### src/rtl/filtered_uart_tx_if.sv
// Bus between the filter/controller side and the serial transmitter.
// master: the side that produces samples and control (controller or bench).
// slave : the transmitter itself.
interface filtered_uart_tx_if;
    logic        CLK_Filter;
    logic [19:0] Out_RED_Filtered;
    logic [19:0] Out_IR_Filtered;
    logic        Enable;
    logic        Clear_Overrun;
    logic        TX;
    logic        Busy;
    logic        Overrun;

    modport master (
        output CLK_Filter,
        output Out_RED_Filtered,
        output Out_IR_Filtered,
        output Enable,
        output Clear_Overrun,
        input  TX,
        input  Busy,
        input  Overrun
    );

    modport slave (
        input  CLK_Filter,
        input  Out_RED_Filtered,
        input  Out_IR_Filtered,
        input  Enable,
        input  Clear_Overrun,
        output TX,
        output Busy,
        output Overrun
    );
endinterface

### src/rtl/filtered_uart_tx.sv
// filtered_uart_tx: frames one RED/IR filter sample per CLK_Filter rising edge
// and sends it on a UART 8N1 line.
// Frame: SYNC, RED[19:16], RED[15:8], RED[7:0], IR[19:16], IR[15:8], IR[7:0].
// Optional build macro FRAME_CHECKSUM_EN appends an XOR checksum of the six
// payload bytes as an eighth byte.
//
// state  | meaning
// -------+--------------------------------------------------------------
// IDLE   | line high, waiting for an accepted CLK_Filter edge
// START  | start bit (TX=0) for CLKS_PER_BIT cycles
// DATA   | 8 data bits, LSB first, CLKS_PER_BIT cycles each
// STOP   | stop bit (TX=1); then next byte's START or IDLE after last byte
module filtered_uart_tx #(
    parameter int          CLKS_PER_BIT = 16,
    parameter logic [7:0]  SYNC_BYTE    = 8'hA5
) (
    input  logic               CLK,
    input  logic               rst_n,
    filtered_uart_tx_if.slave  bus
);

    localparam int CNT_W = $clog2(CLKS_PER_BIT);
    localparam logic [CNT_W-1:0] BAUD_LAST = CNT_W'(CLKS_PER_BIT - 1);
    localparam logic [CNT_W-1:0] BAUD_ONE  = CNT_W'(1);
`ifdef FRAME_CHECKSUM_EN
    localparam logic [2:0] LAST_BYTE = 3'd7;
`else
    localparam logic [2:0] LAST_BYTE = 3'd6;
`endif

    typedef enum logic [1:0] {S_IDLE, S_START, S_DATA, S_STOP} state_t;

    state_t           r_state;
    logic             r_prev;
    logic [CNT_W-1:0] r_baud_cnt;
    logic [2:0]       r_bit_cnt;
    logic [2:0]       r_byte_idx;
    logic [7:0]       r_shift;
    logic [19:0]      r_red;
    logic [19:0]      r_ir;
    logic             r_tx;
    logic             r_busy;
    logic             r_overrun;

    logic             w_edge;
    logic             w_accept;
    logic             w_drop;
    logic [7:0]       w_byte;

    assign w_edge   = bus.CLK_Filter & ~r_prev;
    assign w_accept = w_edge & bus.Enable & (r_state == S_IDLE);
    assign w_drop   = w_edge & bus.Enable & (r_state != S_IDLE);

`ifdef FRAME_CHECKSUM_EN
    logic [7:0] w_csum;
    assign w_csum = {4'b0, r_red[19:16]} ^ r_red[15:8] ^ r_red[7:0]
                  ^ {4'b0, r_ir[19:16]}  ^ r_ir[15:8]  ^ r_ir[7:0];
`endif

    // Select the byte to send next from the held sample
    always_comb begin
        w_byte = SYNC_BYTE;
        case (r_byte_idx)
            3'd0:    w_byte = SYNC_BYTE;
            3'd1:    w_byte = {4'b0, r_red[19:16]};
            3'd2:    w_byte = r_red[15:8];
            3'd3:    w_byte = r_red[7:0];
            3'd4:    w_byte = {4'b0, r_ir[19:16]};
            3'd5:    w_byte = r_ir[15:8];
            3'd6:    w_byte = r_ir[7:0];
`ifdef FRAME_CHECKSUM_EN
            3'd7:    w_byte = w_csum;
`endif
            default: w_byte = SYNC_BYTE;
        endcase
    end

    // Edge history, overrun flag and the framing FSM with registered TX/Busy
    always_ff @(posedge CLK or negedge rst_n) begin
        if (!rst_n) begin
            r_state    <= S_IDLE;
            r_prev     <= 1'b1;  // a level already high at release is not an edge
            r_baud_cnt <= '0;
            r_bit_cnt  <= '0;
            r_byte_idx <= '0;
            r_shift    <= '0;
            r_red      <= '0;
            r_ir       <= '0;
            r_tx       <= 1'b1;
            r_busy     <= 1'b0;
            r_overrun  <= 1'b0;
        end else begin
            r_prev <= bus.CLK_Filter;

            // a drop in the same cycle as a clear still leaves the flag set
            if (w_drop)
                r_overrun <= 1'b1;
            else if (bus.Clear_Overrun)
                r_overrun <= 1'b0;

            case (r_state)
                S_IDLE: begin
                    if (w_accept) begin
                        r_red      <= bus.Out_RED_Filtered;
                        r_ir       <= bus.Out_IR_Filtered;
                        r_busy     <= 1'b1;
                        r_tx       <= 1'b0;
                        r_byte_idx <= '0;
                        r_baud_cnt <= BAUD_LAST;
                        r_state    <= S_START;
                    end
                end
                S_START: begin
                    if (r_baud_cnt == '0) begin
                        r_shift    <= w_byte;
                        r_tx       <= w_byte[0];
                        r_bit_cnt  <= '0;
                        r_baud_cnt <= BAUD_LAST;
                        r_state    <= S_DATA;
                    end else begin
                        r_baud_cnt <= r_baud_cnt - BAUD_ONE;
                    end
                end
                S_DATA: begin
                    if (r_baud_cnt == '0) begin
                        r_baud_cnt <= BAUD_LAST;
                        if (r_bit_cnt == 3'd7) begin
                            r_tx    <= 1'b1;
                            r_state <= S_STOP;
                        end else begin
                            r_bit_cnt <= r_bit_cnt + 3'd1;
                            r_shift   <= {1'b0, r_shift[7:1]};
                            r_tx      <= r_shift[1];
                        end
                    end else begin
                        r_baud_cnt <= r_baud_cnt - BAUD_ONE;
                    end
                end
                S_STOP: begin
                    if (r_baud_cnt == '0) begin
                        if (r_byte_idx == LAST_BYTE) begin
                            r_busy     <= 1'b0;
                            r_byte_idx <= '0;
                            r_state    <= S_IDLE;
                        end else begin
                            // next byte starts immediately, no idle gap
                            r_byte_idx <= r_byte_idx + 3'd1;
                            r_tx       <= 1'b0;
                            r_baud_cnt <= BAUD_LAST;
                            r_state    <= S_START;
                        end
                    end else begin
                        r_baud_cnt <= r_baud_cnt - BAUD_ONE;
                    end
                end
                default: begin
                    r_tx    <= 1'b1;
                    r_busy  <= 1'b0;
                    r_state <= S_IDLE;
                end
            endcase
        end
    end

    assign bus.TX      = r_tx;
    assign bus.Busy    = r_busy;
    assign bus.Overrun = r_overrun;

endmodule

### src/flat_wrapper.sv
// flat-port wrapper written by rule: the top's interface ports become plain ports
module filtered_uart_tx_flat 
#(
    parameter int          CLKS_PER_BIT = 16,
    parameter logic [7:0]  SYNC_BYTE    = 8'hA5
)
  (CLK, rst_n, bus_CLK_Filter, bus_Out_RED_Filtered, bus_Out_IR_Filtered, bus_Enable, bus_Clear_Overrun, bus_TX, bus_Busy, bus_Overrun);
  filtered_uart_tx_if bus_i ();
  input  logic CLK;
  input  logic rst_n;
  input wire logic [$bits(bus_i.CLK_Filter)-1:0] bus_CLK_Filter;
  input wire logic [$bits(bus_i.Out_RED_Filtered)-1:0] bus_Out_RED_Filtered;
  input wire logic [$bits(bus_i.Out_IR_Filtered)-1:0] bus_Out_IR_Filtered;
  input wire logic [$bits(bus_i.Enable)-1:0] bus_Enable;
  input wire logic [$bits(bus_i.Clear_Overrun)-1:0] bus_Clear_Overrun;
  output wire logic [$bits(bus_i.TX)-1:0] bus_TX;
  output wire logic [$bits(bus_i.Busy)-1:0] bus_Busy;
  output wire logic [$bits(bus_i.Overrun)-1:0] bus_Overrun;
  assign bus_i.CLK_Filter = bus_CLK_Filter;
  assign bus_i.Out_RED_Filtered = bus_Out_RED_Filtered;
  assign bus_i.Out_IR_Filtered = bus_Out_IR_Filtered;
  assign bus_i.Enable = bus_Enable;
  assign bus_i.Clear_Overrun = bus_Clear_Overrun;
  assign bus_TX = bus_i.TX;
  assign bus_Busy = bus_i.Busy;
  assign bus_Overrun = bus_i.Overrun;
  filtered_uart_tx #(.CLKS_PER_BIT(CLKS_PER_BIT), .SYNC_BYTE(SYNC_BYTE)) u_core (.CLK(CLK), .rst_n(rst_n), .bus(bus_i));
endmodule
### config.mk
export PLATFORM = sky130hd
export DESIGN_NAME = filtered_uart_tx_flat
export DESIGN_NICKNAME = d
export VERILOG_FILES = /design/src/rtl/filtered_uart_tx_if.sv /design/src/rtl/filtered_uart_tx.sv /design/src/flat_wrapper.sv
export SDC_FILE = /design/constraint.sdc
export NUM_CORES = 1
export LEC_CHECK = 0
export BUFFER_PORTS_ARGS = -buffer_cell sky130_fd_sc_hd__buf_2
export CORE_MARGIN = 8
export CORE_UTILIZATION = 49
export CTS_BUF_LIST = sky130_fd_sc_hd__clkbuf_4 sky130_fd_sc_hd__clkbuf_8
export DETAILED_ROUTE_END_ITERATION = 8
export PLACE_DENSITY_LB_ADDON = 0.12
export SLEW_MARGIN = 20
export SYNTH_ARGS = -nofsm -noshare
export SYNTH_HDL_FRONTEND = slang
export SYNTH_SLANG_ARGS = --single-unit
export TNS_END_PERCENT = 30
### constraint.sdc
create_clock -name CLK -period 3.01 [get_ports CLK]
set_input_delay 0.602 -clock CLK [delete_from_list [all_inputs] [get_ports CLK]]
set_output_delay 0.602 -clock CLK [all_outputs]
set_load 0.02 [all_outputs]
==> flow_metrics.env, run 1 <==
export IMPL_path_class="reg -> reg"
export IMPL_grt_setup_unrepaired="false"
export IMPL_drt_pass1_iter_count=4
export IMPL_nets=378
export IMPL_fin_crit_ns=2.078
export IMPL_critPathSlowestCell="or3b_1"
export IMPL_die_h_um=96.62
export IMPL_p_seq_share_pct=52.6
export IMPL_grt_pass1_wl_um=11480
export IMPL_synth_edf_count=0
export IMPL_die_area_um2=9334
export IMPL_fin_cells=407
export IMPL_dp_final_hpwl_um=4709
export IMPL_setup_tns_ns=0
export IMPL_die_width_um=96.62
export IMPL_cts_max_level=3
export IMPL_maxSlewViolCount=0
export IMPL_cts_resized=0
export IMPL_p_leak_nw=1.814
export IMPL_outcome="completed"
export IMPL_crit_family="simple AND/OR/NAND/NOR gates"
export IMPL_netlist_area_leader_share_pct=47.94
export IMPL_synth_seq_area_share_pct=49.59
export IMPL_final_area_um2=3674
export IMPL_gp_congestion=0.7479
export IMPL_start_kind="flip-flop"
export IMPL_slew_headroom_pct=46.40
export IMPL_grt_max_degree=64
export IMPL_layout_drive_gt1_share_pct=37.58
export IMPL_dpl_cell_area_um2=3481
export IMPL_drtIter0Drc=121
export IMPL_switching_share_pct=22.01
export IMPL_coreArea_um2=6314
export IMPL_ys_warn_count=0
export IMPL_synth_avg_cell_area_um2=11.45
export IMPL_grt_total_usage_pct=14.71
export IMPL_cp_max_fo=8
export IMPL_async_flop_share_pct=100.0
export IMPL_clkLatencyLatePin_ns=0.33
export IMPL_grt_busiest_layer="met2"
export IMPL_end_kind="flip-flop"
export IMPL_synth_cell_types=57
export IMPL_cp_data_arrival_time_ns=2.30
export IMPL_clock_sinks=63
export IMPL_setup_violations=0
export IMPL_cts_tree="built"
export IMPL_timing_final_crit_share_pct=69.03
export IMPL_post_place_ws_ns=0.9504
export IMPL_vias_per_cell=5.688
export IMPL_synth_commonest_cells="61 x dfrtp_1, 43 x mux2_2, 20 x nand2_1"
export IMPL_io_pins=48
export IMPL_wirelength_um=6759
export IMPL_synth_area_top_cells="dfrtp_1 48%, mux2_2 15%, ha_1 3.1%"
export IMPL_path_buf_inv=1
export IMPL_diodes=0
export IMPL_grt_ovfl_total=0
export IMPL_p_sw_w=0.0003557
export IMPL_synthesis_nets=331
export IMPL_p_int_w=0.001260
export IMPL_cts_hold_buf=0
export IMPL_port_buffers=47
export IMPL_vias=2315
export IMPL_power_frac_comb_pct=3.0
export IMPL_ir_drop_mv=0.3987
export IMPL_grt_antenna_before_repair=0
export IMPL_synth_top_flop_cell="dfrtp_1"
export IMPL_rows=29
export IMPL_powerDensity_nw_per_um2=439.8
export IMPL_met3_usage_pct=5.832
export IMPL_wl_per_cell_um=16.61
export IMPL_syn_inst=278
export IMPL_placedCellCount=391
export IMPL_final_util_pct=58.18
export IMPL_clockPowerShare_pct=44.4
export IMPL_post_cts_setup_buffer_count=0
export IMPL_syn2layout_area_growth_pct=15.36
export IMPL_maxCapViolCount=0
export IMPL_path_clk_slew_ns=0.07
export IMPL_grt_pass1_vias=2361
export IMPL_worstPathCellList="inv_1, ha_1, or3b_1, a22o_4, and2_4, a211o_1"
export IMPL_synth_most_common_cell="dfrtp_1"
export IMPL_grt_use_met2_pct=21.35
export IMPL_slowest_delay_ns=0.54
export IMPL_ys_ff_latch=63
export IMPL_required_ns=3.23
export IMPL_syn_cell_area_um2=3184
export IMPL_finalHoldViolCount=0
export IMPL_synth_top_area_cell="dfrtp_1"
export IMPL_max_slew_worst_pin_slew_ns=0.8040
export IMPL_drc_errors=0
export IMPL_grt_use_met1_pct=19.12
export IMPL_root_buffer="clkbuf_8"
export IMPL_fmax_ghz=0.4813
export IMPL_hold_class="in -> reg"
export IMPL_antenna_left=0
export IMPL_setup_ws_ns=0.9322
export IMPL_clock_skew_ns=0.007816
export IMPL_initial_core_util_pct=50.44
export IMPL_cts_path_max_buffers=2
export IMPL_cts_buffers_inserted=9
[through the flow]
| stage | hold WS, ns | power [W] |
|---|---|---|
| after global routing | 0.3598 | 0.001681 |
| after detailed placement | 0.4699 | 0.0009163 |
| final | 0.3834 | 0.001616 |
| after global placement | 0.4657 | 0.0009163 |
| after floorplan | 0.3064 | 0.0008693 |
| after CTS | 0.3685 | 0.001634 |
[flip-flops by register name, indices dropped and copies added, names as in the netlist]
signal	count
u_core.r_red	20
u_core.r_prev	1
u_core.r_baud_cnt	4
u_core.bus.Busy	1
u_core.bus.Overrun	1
u_core.r_state	2
u_core.r_bit_cnt	3
u_core.r_ir	20
u_core.r_shift	7
u_core.bus.TX	1
u_core.r_byte_idx	3
[cell usage in the layout (no fill, tap or decap), types with 6 or more instances in the layout]
cell	n
a21oi_1	7
buf_2	47
buf_4	6
clkbuf_8	9
dfrtp_1	61
ha_1	8
inv_1	12
mux2_2	43
nand2_1	20
nor2_1	9
nor3_1	7
o21ai_0	13
[final timing paths]
kind                            slack [ns]                             start  cells past startpoint                                to
min in group asynchronous             0.42                             rst_n                      2  u_core.r_baud_cnt[2]$_DFFE_PN0P_
worst max register to register        0.93  u_core.r_baud_cnt[0]$_DFFE_PN0P_                      6  u_core.r_byte_idx[1]$_DFFE_PN0P_
worst min-delay path                  0.38                    bus_CLK_Filter                      1           u_core.r_prev$_DFF_PN1_
worst max-delay path                  0.93  u_core.r_baud_cnt[0]$_DFFE_PN0P_                      6  u_core.r_byte_idx[1]$_DFFE_PN0P_
worst min register to register        0.49     u_core.r_shift[5]$_DFFE_PN0P_                      2     u_core.r_shift[5]$_DFFE_PN0P_
max in group asynchronous             2.04                             rst_n                      2     u_core.r_shift[6]$_DFFE_PN0P_
[power groups by stage]
stage          sequential (W)  clock (W)  combinational [W]
2_1_floorplan        0.000867          0         0.00000235
3_3_place_gp         0.000865          0          0.0000510
3_5_place_dp         0.000865          0          0.0000510
4_1_cts              0.000849   0.000734          0.0000511
5_1_grt              0.000849   0.000776          0.0000563
6_report             0.000849   0.000717          0.0000491
[logic make-up (layout without fill, tap and decap cells)]
family / Yosys count / count (layout) / synth area share [%]
AOI/OAI and AO/OA: 66 / 66 / 15.56
DFF: 63 / 63 / 49.59
adders and majority gates: 8 / 8 / 3.144
and+or+nand+nor: 63 / 63 / 10.73
xor gates and xnor gates: 1 / 1 / 0.2751
buffers and inverters: 29 / 81 / 3.929
muxes: 48 / 48 / 16.78
[area by class of cell]
class,instances,area [µm²]
flip-flops and latches,63,1579
multi-input cells,186,1480
clock inverters,6,61.31
inverters,12,45.04
clock buffers,10,131.4
fillers,535,2640
repair buffers,53,280.3
well taps,77,96.34
[metal layers]
layer  share of wire (%)  wire length, µm
met4                 1.6              108
met5                   0                0
met1                  48             3236
met3                 5.7              386
met2                  45             3028
No activity file was read; power rests on OpenSTA's default activity.
==> inputs of run 2 (changes only) <==
==> constraint.sdc (replaced) <==
create_clock -name CLK -period 1.95 [get_ports CLK]
set_input_delay 0.39 -clock CLK [delete_from_list [all_inputs] [get_ports CLK]]
set_output_delay 0.39 -clock CLK [all_outputs]
set_load 0.02 [all_outputs]
==> run 2 against run 1 <==
Net effect:
- sequential share of layout area fell by 2.3 points
- sequential power rose by 54%
- clock power rose by 60%
- worst setup slack got worse by 0.85 ns
- clock skew fell by 0.0018 ns
- core utilization rose by 3.3 points
- flip-flop and latch count did not move
- routed wire length rose by 2.8%
- critical path depth did not move
- largest power group unchanged
==> flow_metrics.env, run 2 (synthesized netlist as in run 1, its figures left out) <==
export IMPL_top_regs="u_core.r_ir x20, u_core.r_red x20, u_core.r_shift x7"
export IMPL_coreArea_um2=6314
export IMPL_met1_length_um=3207
export IMPL_syn2layout_area_growth_pct=21.85
export IMPL_layout_drive_gt1_share_pct=42.12
export IMPL_grt_setup_unrepaired="false"
export IMPL_cts_buffers_inserted=9
export IMPL_timing_rr_start="u_core.r_baud_cnt[1]$_DFFE_PN0P_"
export IMPL_wl_per_cell_um=16.30
export IMPL_diodes=0
export IMPL_cts_path_max_buffers=2
export IMPL_path_clk_slew_ns=0.07
export IMPL_dr_max_layer_used="met4"
export IMPL_setup_violations=0
export IMPL_powerDensity_nw_per_um2=653.8
export IMPL_fillCellCount=542
export IMPL_maxCapViolCount=0
export IMPL_final_common_cell="dfrtp_1"
export IMPL_maxSlewViolCount=0
export IMPL_cts_max_level=3
export IMPL_initial_core_util_pct=50.44
export IMPL_dr_wl_met2_um=3272
export IMPL_hold_class="in -> async"
export IMPL_drt_pass1_iter_count=4
export IMPL_wirelength_um=6945
export IMPL_start_kind="flip-flop"
export IMPL_root_buffer="clkbuf_8"
export IMPL_vias_per_cell=5.540
export IMPL_clock_sinks=63
export IMPL_die_area_um2=9334
export IMPL_dp_final_hpwl_um=5100
export IMPL_path_class="reg -> reg"
export IMPL_die_h_um=96.62
export IMPL_cts_tree="built"
export IMPL_grt_antenna_before_repair=0
export IMPL_grt_pass1_vias=2461
export IMPL_clock_skew_ns=0.006025
export IMPL_max_slew_worst_pin_slew_ns=0.4183
export IMPL_io_pins=48
export IMPL_timing_final_crit_share_pct=95.89
export IMPL_final_cell_mix="61 x dfrtp_1, 47 x buf_2, 43 x mux2_2, 22 x buf_4, 20 x nand2_1"
export IMPL_rows=29
export IMPL_ff2ff_setup_slack_ns=0.08
export IMPL_cp_max_fo=5
export IMPL_fmax_ghz=0.5348
export IMPL_vias=2360
export IMPL_fin_crit_ns=1.870
export IMPL_drtIter0Drc=113
export IMPL_end_kind="flip-flop"
export IMPL_r2r_end="u_core.r_byte_idx[1]$_DFFE_PN0P_"
export IMPL_ir_drop_mv=0.4317
export IMPL_die_width_um=96.62
export IMPL_slew_headroom_pct=72.05
export IMPL_outcome="completed"
export IMPL_reg2regPathDepth=6
export IMPL_final_util_pct=61.45
export IMPL_finalHoldViolCount=0
export IMPL_grt_max_degree=64
export IMPL_wl_met3_um=356
export IMPL_grt_ovfl_total=0
export IMPL_drc_errors=0
export IMPL_grt_pass1_wl_um=11810
export IMPL_gp_congestion=0.8199
export IMPL_post_cts_setup_buffer_count=0
export IMPL_nets=397
export IMPL_port_buffers=47
export IMPL_cp_data_arrival_time_ns=2.11
export IMPL_clkLatencyLatePin_ns=0.34
export IMPL_p_leak_nw=1.938
export IMPL_required_ns=2.19
export IMPL_grt_total_usage_pct=15.11
export IMPL_setup_tns_ns=0
export IMPL_antenna_left=0
run 2: cell count changes in the layout (fill, tap and decap cells not counted), sizes merged:
cell	change
clkinv	-1
buf	+19
clkinvlp	+1
run 2: metal layers:
layer / up-vias / GRT usage (%)
met4: 0 / 7.101
li1: 1155 / -
met5: - / 0
met3: 11 / 4.196
met2: 48 / 23.33
met1: 1146 / 19.03
run 2: worst max-delay path by stage:
| stage | start | endpoint | slack, ns | cells past startpoint |
|---|---|---|---|---|
| after floorplan | u_core.r_byte_idx[0]$_DFFE_PN0P_ | u_core.r_shift[7]$_DFFE_PN0P_ | 0.002 | 9 |
| after global placement | u_core.r_baud_cnt[1]$_DFFE_PN0P_ | u_core.r_byte_idx[1]$_DFFE_PN0P_ | 0.07 | 6 |
| after detailed placement | u_core.r_baud_cnt[1]$_DFFE_PN0P_ | u_core.r_byte_idx[1]$_DFFE_PN0P_ | 0.03 | 6 |
| after CTS | u_core.r_baud_cnt[1]$_DFFE_PN0P_ | u_core.r_state[0]$_DFFE_PN0P_ | 0.01 | 6 |
| after global routing | u_core.r_baud_cnt[1]$_DFFE_PN0P_ | u_core.r_state[0]$_DFFE_PN0P_ | 0.003 | 6 |
| final | u_core.r_baud_cnt[1]$_DFFE_PN0P_ | u_core.r_byte_idx[1]$_DFFE_PN0P_ | 0.08 | 6 |
run 2: timing repair:
action                     CTS  global route
hold endpoints to repair     0             0
setup endpoints to repair    0             5
hold buffers                 0             0
resized for setup            0             6
run 2: layout make-up:
cell class                      count  area (µm²)  share of cell area, %
Inverter                           12       45.04                  1.161
Timing Repair Buffer               72       460.4                  11.87
Multi-Input combinational cell    186        1501                  38.70
Tap cell                           77       96.34                  2.483
Clock buffer                       10       137.6                  3.547
Clock inverter                      6       60.06                  1.548
Sequential cell                    63        1579                  40.70
run 2: worst max-delay path, stage by stage, from the launching register on:
cell and delay (ns):
dfrtp_1 0.40, inv_1 0.07, ha_2 0.19, or3b_4 0.42, a22o_4 0.28, and2_4 0.15
a211o_1 0.25
run 2: power breakdown:
part	internal [W]	switching (W)	leakage (nW)	total, W
clock network	0.000618	0.000530	0.0981	0.00115
registers	0.00131	0.00000107	0.810	0.00131
logic	0.0000381	0.0000403	1.03	0.0000784
total	0.00197	0.000572	1.94	0.00254
run 2: per-stage QoR:
step                      std cells  total power, W  setup WS [ns]  hold slack (ns)  cell area, µm²
after global routing            426        0.002620       0.003247          0.07097            3880
after CTS                       426        0.002549        0.01416          0.06078            3859
final                           426        0.002537        0.08014          0.02278            3880
after floorplan                 278        0.001342       0.002008          0.09441            3184
after global placement          410        0.001417        0.07000           0.4303            3661
after detailed placement        410        0.001417        0.02832           0.4313            3661
==> inputs of run 3 (changes only) <==
--- a/config.mk
+++ b/config.mk
@@ -10,7 +10,7 @@
 export CORE_UTILIZATION = 49
 export CTS_BUF_LIST = sky130_fd_sc_hd__clkbuf_4 sky130_fd_sc_hd__clkbuf_8
 export DETAILED_ROUTE_END_ITERATION = 8
-export PLACE_DENSITY_LB_ADDON = 0.12
+export PLACE_DENSITY = 0.73
 export SLEW_MARGIN = 20
 export SYNTH_ARGS = -nofsm -noshare
 export SYNTH_HDL_FRONTEND = slang
==> run 3 against run 2 <==
Net effect:
- first-iteration DRC count decreased by 12%
- power up 8.8%
- combinational power is essentially flat
- largest cell class unchanged
- final area fell by 0.81%
- highest routed layer unchanged
- clock skew shrank 0.00065 ns
- clock power up 19%
- critical endpoint unchanged
==> flow_metrics.env, run 3 (synthesized netlist as in run 1, its figures left out) <==
export IMPL_outcome="completed"
export IMPL_reg2regPathDepth=6
export IMPL_coreArea_um2=6314
export IMPL_port_buffers=47
export IMPL_fin_crit_ns=1.837
export IMPL_grt_ovfl_total=0
export IMPL_nets=392
export IMPL_end_kind="flip-flop"
export IMPL_cts_tree="built"
export IMPL_ir_drop_mv=0.6539
export IMPL_dp_final_hpwl_um=5164
export IMPL_gp_congestion=0.8031
export IMPL_drt_pass1_iter_count=4
export IMPL_top_regs="u_core.r_ir x20, u_core.r_red x20, u_core.r_shift x7"
export IMPL_setup_violations=0
export IMPL_crit_start="u_core.r_state[0]$_DFFE_PN0P_"
export IMPL_initial_core_util_pct=50.44
export IMPL_timing_final_crit_share_pct=94.23
export IMPL_grt_max_degree=42
export IMPL_drc_errors=0
export IMPL_fmax_ghz=0.5442
export IMPL_rows=29
export IMPL_p_leak_nw=1.915
export IMPL_die_h_um=96.62
export IMPL_root_buffer="clkbuf_8"
export IMPL_cp_data_arrival_time_ns=2.07
export IMPL_finalHoldViolCount=0
export IMPL_diodes=0
export IMPL_drtIter0Drc=99
export IMPL_clock_skew_ns=0.005377
export IMPL_maxSlewViolCount=0
export IMPL_hold_class="in -> async"
export IMPL_vias_per_cell=5.594
export IMPL_total_power_w=0.002761
export IMPL_start_kind="flip-flop"
export IMPL_cp_max_fo=5
export IMPL_syn2layout_area_growth_pct=20.86
export IMPL_final_cell_mix="61 x dfrtp_1, 47 x buf_2, 43 x mux2_2, 20 x nand2_1, 19 x buf_4"
export IMPL_timing_rr_start="u_core.r_state[0]$_DFFE_PN0P_"
export IMPL_crit_end="u_core.r_byte_idx[1]$_DFFE_PN0P_"
export IMPL_layout_drive_gt1_share_pct=40.99
export IMPL_cts_path_max_buffers=2
export IMPL_cts_max_level=3
export IMPL_io_pins=48
export IMPL_max_slew_worst_pin_slew_ns=0.5827
export IMPL_clock_sinks=63
export IMPL_clkLatencyLatePin_ns=0.34
export IMPL_r2r_end="u_core.r_byte_idx[1]$_DFFE_PN0P_"
export IMPL_vias=2355
export IMPL_grt_pass1_vias=2644
export IMPL_grt_total_usage_pct=15.74
export IMPL_final_common_cell="dfrtp_1"
export IMPL_die_width_um=96.62
export IMPL_cts_hold_buf=0
export IMPL_placedCellCount=405
export IMPL_fillCellCount=533
export IMPL_multi_input_area_um2=1490
export IMPL_cts_buffers_inserted=9
export IMPL_required_ns=2.18
export IMPL_ff2ff_setup_slack_ns=0.11
export IMPL_seq_area_um2=1579
export IMPL_fin_cells=421
export IMPL_die_area_um2=9334
export IMPL_grt_pass1_wl_um=12210
export IMPL_powerDensity_nw_per_um2=717.4
export IMPL_grt_antenna_before_repair=0
export IMPL_path_class="reg -> reg"
export IMPL_grt_setup_unrepaired="true"
export IMPL_antenna_left=0
export IMPL_path_clk_slew_ns=0.07
export IMPL_wirelength_um=6988
export IMPL_wl_per_cell_um=16.60
export IMPL_maxCapViolCount=0
export IMPL_slew_headroom_pct=61.07
==> run 3: metal layers <==
layer / vias up / wire length (µm) / global-route usage (%)
li1: 1138 / - / -
met1: 1148 / 3154 / 19.52
met2: 52 / 3374 / 24.53
met5: - / 0 / 0
met4: 0 / 176 / 8.639
met3: 17 / 283 / 3.841
==> run 3: cell type report <==
class | count | area share (%)
Sequential cell | 63 | 41.03
Multi-Input combinational cell | 186 | 38.72
Timing Repair Buffer | 67 | 10.34
Clock buffer | 10 | 3.414
Clock inverter | 6 | 2.828
Tap cell | 77 | 2.503
Inverter | 12 | 1.170
==> run 3: repair_timing <==
| action | 4_1_cts | 5_1_grt |
|---|---|---|
| setup endpoints to repair | 0 | 6 |
| resized for setup | 0 | 5 |
| setup buffers | 0 | 0 |
==> run 3: worst max-delay path, stage by stage (launching register included) <==
cell	delay [ns]
dfrtp_1	0.41
inv_1	0.12
ha_1	0.25
nand4b_1	0.22
a22o_4	0.31
and2_4	0.15
a211o_1	0.26
==> run 3: power breakdown <==
group | switching [W] | internal (W)
sequential | 0.00000113 | 0.00131
combinational | 0.0000416 | 0.0000365
clock | 0.000511 | 0.000861
total | 0.000554 | 0.00221
==> run 3: worst min path at each step <==
stage / startpoint / endpoint / slack, ns
after floorplan: rst_n / u_core.bus.Busy$_DFFE_PN0P_ / 0.09
after global placement: rst_n / u_core.r_baud_cnt[2]$_DFFE_PN0P_ / 0.37
after detailed placement: rst_n / u_core.r_baud_cnt[2]$_DFFE_PN0P_ / 0.38
after CTS: rst_n / u_core.r_baud_cnt[2]$_DFFE_PN0P_ / 0.009
after global routing: rst_n / u_core.r_ir[16]$_DFFE_PN0P_ / 0.03
final: rst_n / u_core.r_bit_cnt[2]$_DFFE_PN0P_ / 0.01
==> run 3: stage by stage <==
| step | hold slack, ns | cell area [µm²] | setup WS (ns) | TNS, ns | utilization (%) |
|---|---|---|---|---|---|
| 3_3_place_gp | 0.3736 | 3598 | 0.1636 | 0 | 57.00 |
| 2_1_floorplan | 0.09441 | 3184 | 0.002008 | 0 | - |
| 4_1_cts | 0.009141 | 3839 | 0.07840 | 0 | 60.80 |
| 5_1_grt | 0.03346 | 3849 | -0.02736 | -0.02736 | 60.96 |
| 6_report | 0.01255 | 3849 | 0.1125 | 0 | 60.96 |
| 3_5_place_dp | 0.3795 | 3598 | 0.09201 | 0 | 57.00 |
